==> src/rtl/pulse_gen_multi.sv <==
// N-channel edge-to-pulse generator: per channel a synchroniser, a debouncer, edge detection
// and a PULSE/GAP state machine with a one-deep pending slot and a sticky loss flag.
module pulse_gen_multi #(
  parameter int N           = 1,
  parameter int SYNC_STAGES = 0,
  parameter int DEBOUNCE    = 1,
  parameter int MODE        = 0,
  parameter int PULSE_LEN   = 1,
  parameter int GAP_LEN     = 0,
  parameter int RETRIGGER   = 0
) (
  input  logic         CLK,
  input  logic         reset_n,
  input  logic [N-1:0] x,
  input  logic [N-1:0] en,
  input  logic         clr_lost,
  output logic [N-1:0] y,
  output logic [N-1:0] level,
  output logic [N-1:0] busy,
  output logic [N-1:0] lost
);

  localparam int CW   = $clog2(DEBOUNCE + 1);
  localparam int PMAX = (PULSE_LEN > GAP_LEN) ? PULSE_LEN : GAP_LEN;
  localparam int PW   = $clog2(PMAX + 1);

  localparam logic [CW-1:0] DB_LAST    = CW'(DEBOUNCE - 1);
  localparam logic [PW-1:0] PULSE_INIT = PW'(PULSE_LEN - 1);
  localparam logic [PW-1:0] GAP_INIT   = (GAP_LEN > 0) ? PW'(GAP_LEN - 1) : '0;

  typedef enum logic [1:0] {
    IDLE  = 2'd0,
    PULSE = 2'd1,
    GAP   = 2'd2
  } state_t;

  genvar g;
  generate
    for (g = 0; g < N; g++) begin : g_ch
      logic          xs;
      logic          lvl_q;
      logic [CW-1:0] dcnt;
      logic          flip;
      logic          edge_ok;
      logic          ev;
      logic          pend_rule;
      logic          lost_set;
      state_t        state;
      logic [PW-1:0] pcnt;
      logic          pending;
      logic          y_q;
      logic          busy_q;
      logic          lost_q;

      if (SYNC_STAGES == 0) begin : g_nosync
        assign xs = x[g];
      end else begin : g_sync
        logic [SYNC_STAGES-1:0] sff;
        always_ff @(posedge CLK) begin
          if (!reset_n) begin
            sff <= '0;
          end else begin
            sff[0] <= x[g];
            for (int k = 1; k < SYNC_STAGES; k++) sff[k] <= sff[k-1];
          end
        end
        assign xs = sff[SYNC_STAGES-1];
      end

      // Debounce: level follows xs only after DEBOUNCE consecutive differing samples
      always_ff @(posedge CLK) begin
        if (!reset_n) begin
          lvl_q <= 1'b0;
          dcnt  <= '0;
        end else if (xs != lvl_q) begin
          if (dcnt == DB_LAST) begin
            lvl_q <= xs;
            dcnt  <= '0;
          end else begin
            dcnt <= dcnt + 1'b1;
          end
        end else begin
          dcnt <= '0;
        end
      end

      always_comb begin
        flip    = (xs != lvl_q) && (dcnt == DB_LAST);
        edge_ok = (MODE == 2) ? 1'b1 : ((MODE == 0) ? xs : ~xs);
        ev      = flip & edge_ok & en[g];
        // Edges that land on a terminal count which re-enters PULSE are consumed, not queued
        pend_rule = ((state == PULSE) && (RETRIGGER == 0) && ((pcnt != '0) || (GAP_LEN > 0)))
                 || ((state == GAP) && (pcnt != '0));
        lost_set  = ev & pend_rule & pending;
      end

      always_ff @(posedge CLK) begin
        if (!reset_n) begin
          state   <= IDLE;
          pcnt    <= '0;
          pending <= 1'b0;
          y_q     <= 1'b0;
          busy_q  <= 1'b0;
          lost_q  <= 1'b0;
        end else begin
          lost_q <= lost_set | (lost_q & ~clr_lost);
          if (!en[g]) begin
            state   <= IDLE;
            pcnt    <= '0;
            pending <= 1'b0;
            y_q     <= 1'b0;
            busy_q  <= 1'b0;
          end else begin
            case (state)
              IDLE: begin
                if (ev) begin
                  state  <= PULSE;
                  pcnt   <= PULSE_INIT;
                  y_q    <= 1'b1;
                  busy_q <= 1'b1;
                end
              end
              PULSE: begin
                if (ev && (RETRIGGER != 0)) begin
                  pcnt <= PULSE_INIT;
                end else if (pcnt != '0) begin
                  pcnt <= pcnt - 1'b1;
                  if (ev) pending <= 1'b1;
                end else if (GAP_LEN > 0) begin
                  state <= GAP;
                  pcnt  <= GAP_INIT;
                  y_q   <= 1'b0;
                  if (ev) pending <= 1'b1;
                end else if (pending || ev) begin
                  pcnt    <= PULSE_INIT;
                  pending <= 1'b0;
                end else begin
                  state  <= IDLE;
                  y_q    <= 1'b0;
                  busy_q <= 1'b0;
                end
              end
              GAP: begin
                if (pcnt != '0) begin
                  pcnt <= pcnt - 1'b1;
                  if (ev) pending <= 1'b1;
                end else if (pending || ev) begin
                  state   <= PULSE;
                  pcnt    <= PULSE_INIT;
                  pending <= 1'b0;
                  y_q     <= 1'b1;
                end else begin
                  state  <= IDLE;
                  busy_q <= 1'b0;
                end
              end
              default: begin
                state  <= IDLE;
                y_q    <= 1'b0;
                busy_q <= 1'b0;
              end
            endcase
          end
        end
      end

      assign y[g]     = y_q;
      assign level[g] = lvl_q;
      assign busy[g]  = busy_q;
      assign lost[g]  = lost_q;
    end
  endgenerate

endmodule
==> config.mk <==
export PLATFORM = sky130hd
export DESIGN_NAME = pulse_gen_multi
export DESIGN_NICKNAME = d
export VERILOG_FILES = /design/src/rtl/pulse_gen_multi.sv
export SDC_FILE = /design/constraint.sdc
export NUM_CORES = 1
export LEC_CHECK = 0
export ABC_AREA = 1
export ABC_CLOCK_PERIOD_IN_PS = 800
export CORE_AREA = 2 2 39 41
export DETAILED_ROUTE_END_ITERATION = 7
export DIE_AREA = 0 0 41 43
export DONT_BUFFER_PORTS = 1
export GPL_TIMING_DRIVEN = 0
export MAX_ROUTING_LAYER = met4
export SYNTH_ARGS = -nofsm -noshare
export SYNTH_HDL_FRONTEND = slang
export SYNTH_SLANG_ARGS = --single-unit
==> constraint.sdc <==
create_clock -name CLK -period 0.8 [get_ports CLK]
set_input_delay 0.12 -clock CLK [delete_from_list [all_inputs] [get_ports CLK]]
set_output_delay 0.12 -clock CLK [all_outputs]
set_load 0.01 [all_outputs]
* After elaboration in Yosys (flattened, before gate mapping)
Index checks and enable logic that the tools add are counted.
** Word-level totals
- Bits in registers :: 9
- Logic and storage cells :: 64
** Cells by class
- Bitwise gates (word level) :: 8
- $add $sub $neg :: 2
- Reductions and logical operators :: 17
- Muxes and demuxes :: 18
- Equality and inequality tests :: 11
** Operators by type and width (count)
- 2-bit inequality test, second input constant :: 7
- 1-bit two-way mux :: 10
- 3-bit AND reduction :: 3
- 2-bit two-way mux :: 4
- 2-bit one-hot mux with 3 select lines :: 1
- 2-bit AND reduction :: 3
- 1-bit bitwise AND :: 5
- 5-bit AND reduction :: 1
- 1-bit one-hot mux with 2 select lines :: 2
- 4-bit AND reduction :: 1
- 2-bit nonzero test :: 2
- 1-bit logical AND :: 3
- 1-bit one-hot mux with 3 select lines :: 1
- 2-bit by 1-bit == test with 1-bit output, second input constant :: 1
- 2-bit == test, second input constant :: 1
- 2-bit zero test :: 1
- 1-bit logical OR :: 2
- 2-bit by 1-bit inequality test with 1-bit output, second input constant :: 1
- 1-bit NOT :: 2
- 2-bit OR reduction :: 1
- 1-bit adder, second input constant :: 1
- 1-bit inequality test :: 1
- 1-bit bitwise OR :: 1
- 1-bit subtractor, second input constant :: 1

* Depth between registers and ports, before layout
- Depth in word-level cells :: 8
- Gate-level depth with buffers :: 3
- Mapped depth without buffers :: 3

* Worst setup path after synthesis
No wires, ideal clock.
- Kind :: register to register
- Start :: register g_ch[0].lvl_q (netlist: level)
- End :: register g_ch[0].y_q (netlist: y)
- Path buffers :: 0
- Required time :: 0.690 ns
- Slack :: 0.179 ns
- Arrival :: 0.511 ns
- Stages on the path, launching flop included :: 4
- Clock period less this slack :: 0.621 ns
- Setup time :: 0.110 ns
- Cell sequence :: dfxtp_1 > inv_1 > nand2_1 > nor2_2
** Between the ends
- Word-level cells in the longest chain between the ends :: 7
** Ends and longest elaborated chain
- from (decl) :: line 41 : logic lvl_q;
- from (signal assigned) :: line 77 : lvl_q <= xs;
- 1-bit inequality test * :: line 88 : flip = (xs != lvl_q) && (dcnt == DB_LAST);
- 1-bit logical AND * :: line 88
- 1-bit bitwise AND * (2 in series) :: line 90 : ev = flip & edge_ok & en[g];
- 1-bit logical OR :: line 134, 147
- 2-bit by 1-bit inequality test with 1-bit output (no line) / 2-bit inequality test (equally long branches)
- 5-bit AND reduction (no line) *
- to (signal assigned) :: line 132 : y_q <= 1'b0;
- to (signal assigned) :: line 139 : y_q <= 1'b0;
- to (signal assigned) :: line 151 : y_q <= 1'b1;
- to (decl) :: line 51 : logic y_q;
Mark *: on every way between the ends. The rest lies on a longest branch, timed or not.
A chain may end at the register's enable or synchronous reset.

* Worst setup path in the final report
- Start :: register g_ch[0].y_q (netlist: y)
- End :: output y
** RTL lines
- from (signal assigned) :: line 102 : y_q <= 1'b0;
- from (signal assigned) :: line 111 : y_q <= 1'b0;
- from (signal assigned) :: line 119 : y_q <= 1'b1;
- to (decl) :: line 17 : output logic [N-1:0] y,
No word-level cell between the ends.

==> qor.yml <==
critical_path:
  path_class: "reg2out"
  required_ps: 680
  slowest_delay_ps: 350
  slowest_stage: "dfxtp_4"
  cp-start-kind: "flop"
  path_buf_inv: 1
  crit_fanout: 2
  cp_top_family: "flip-flops"
  regToRegSetupSlack_ps: 140
  end_kind: "output pin"
  r2r-start: "level"
  arrival_ps: 700
  path_cells: "buf_6"
  crit_start: "y"
power:
  seqPwrFrac_pct: 43.3
  power_density_nw_per_um2: 2380
  p_leak_nw: 0.0891
  power.share.clock_pct: 52.3
  p_total_mw: 0.489
  peakVddDrop_mv: 0.657
  pwr-share-comb_pct: 4.4
  p_int_mw: 0.386
  switching_power_mw: 0.103
  power.share.switching_pct: 21.1
layout:
  layout-drive-gt1-share_pct: 35.0
  design.final.nets: 27
  syn_to_final_growth_pct: 51.9
  final_cell_mix: "nand2_1, clkbuf_4, dfxtp_1, inv_1, dlygate4sd3_1"
  antenna_cells: 0
outcome:
  failed_checks: "setup timing"
  status: "complete, but fails checks"
yosys:
  ys_seq_area_share_pct: 59.3
  syn_inst: 15
  synth_seq_cells: 4
  yosys_warnings: 0
  syn_area_um2: 135
  yosysUniqueCellTypes: 9
  syn-num-nets: 20
  avgSynthCellArea_um2: 9.01
floorplan:
  dieArea_um2: 1760
  core-area_um2: 1380
  die-height_um: 43
  ios: 9
  die_x_um: 41
  std_cell_rows: 14
  initial_core_util_pct: 9.76
worst_hold_path:
  hold_class: "in2reg"
  worstHoldStart: "x"
clock_tree:
  htree_levels: 1
  clockBufferDepth: 2
  cts.sinks: 4
  post_cts_buffers: 0
  clk_latency_ps: 230
  cts_buffers: 3
  cts_root_buffer: "clkbuf_4"
  path_clk_slew_ps: 40
  cts_tree: "built"
placement:
  place_congestion: 0.458
  portBuffers: 0
sta:
  rsz0062_at_grt: "true"
  period_needed_ps: 817
  setup_slack_ps: -17.1
  whs_ps: 13.2
  finalMaxSlewViolations: 0
  fin_skew_ps: 1.52
  finalHoldViolations: 0
  max_freq_ghz: 1.22
  setup_viol_count_final: 1
  period_share_pct: 102
drt:
  wl_um: 269
  drt_iter0_markers: 5
  via_count: 103
  drt_pre_antenna_iters: 4
  avgViaCountPerCell: 2.86
  wire_per_inst_um: 7.47
  post-route-drc-count: 0
  ant_nets: 0
global_routing:
  grt_remaining_overflow: 0
  antenna_found_initial: 0
  grt_pass1_wl_um: 379
  grt_pass1_vias: 105
  grt_util_all_layers_pct: 4.62
  grt_start_max_net_pins: 4
job:
  cap_violations: 0
stage by stage:
stage          instance area, um2  setup slack (ps)  TNS (ps)  cells  util (%)
4_1_cts                       203             -24.7     -24.7     36      14.6
3_3_place_gp                  155               153         0     31      11.2
2_1_floorplan                 135               179         0     15         -
5_1_grt                       205             -50.1     -50.1     36      14.8
3_5_place_dp                  155               147         0     31      11.2
6_report                      205             -17.1     -17.1     36      14.8
state kept, by name (all words and copies together) (netlist names):
signal / count
y: 1
lost: 1
g_ch.dcnt: 1
level: 1
cells by family (layout without fill, tap and decap cells):
family	count (synthesis)	in the layout	synth area share (%)
flip-flops	4	4	59.3
buffers and inverters	3	8	11.1
other	1	1	2.78
AND/OR/NAND/NOR	7	7	26.8
path summary, 6_finish.rpt:
check             depth (start not counted)  endpoint
setup / recovery                          1         y
hold / removal                            2         y
setup reg to reg                          3         y
hold reg to reg                           2     level
per-layer routing:
layer | wire length (um) | GRT usage, % | vias to the layer above
met5 | 0 | - | -
met4 | 0 | 2.00 | 0
met3 | 78 | 9.42 | 0
met2 | 82 | 3.75 | 12
met1 | 108 | 3.82 | 39
li1 | - | - | 52
synthesized netlist by cell type:
cell	count	area share (%)
inv_1	2	5.6
conb_1	1	2.8
dfxtp_1	4	59
nand3_1	1	3.7
nor2_1	1	2.8
nor2_2	1	4.6
buf_4	1	5.6
nand3_2	1	7.4
nand2_1	3	8.3
power by group through the flow:
stage / Sequential, mW / Combinational (mW) / Clock, mW
finish: 0.212 / 0.0217 / 0.256
global route: 0.212 / 0.0242 / 0.302
CTS: 0.214 / 0.0217 / 0.279
detailed placement: 0.217 / 0.0126 / 0
global placement: 0.217 / 0.0124 / 0
floorplan: 0.216 / 0.0115 / 0
timing repair:
action / 4_1_cts / 5_1_grt
endpoints found under the hold margin: 1 / 0
gates resized for setup: 2 / 1
gates cloned: 0 / 0
endpoints found under the setup margin: 1 / 1
hold buffers: 2 / 0
cell type report:
cell class                 count  area (um2)
sequential                     4        83.8
multi-input combinational      8        40.0
tap                           16        20.0
inverter                       2        7.51
fill                         154        1180
timing repair buffer           2        20.0
clock buffer                   3        22.5
buffer                         1        11.3
(Power assumes the default switching activity.)
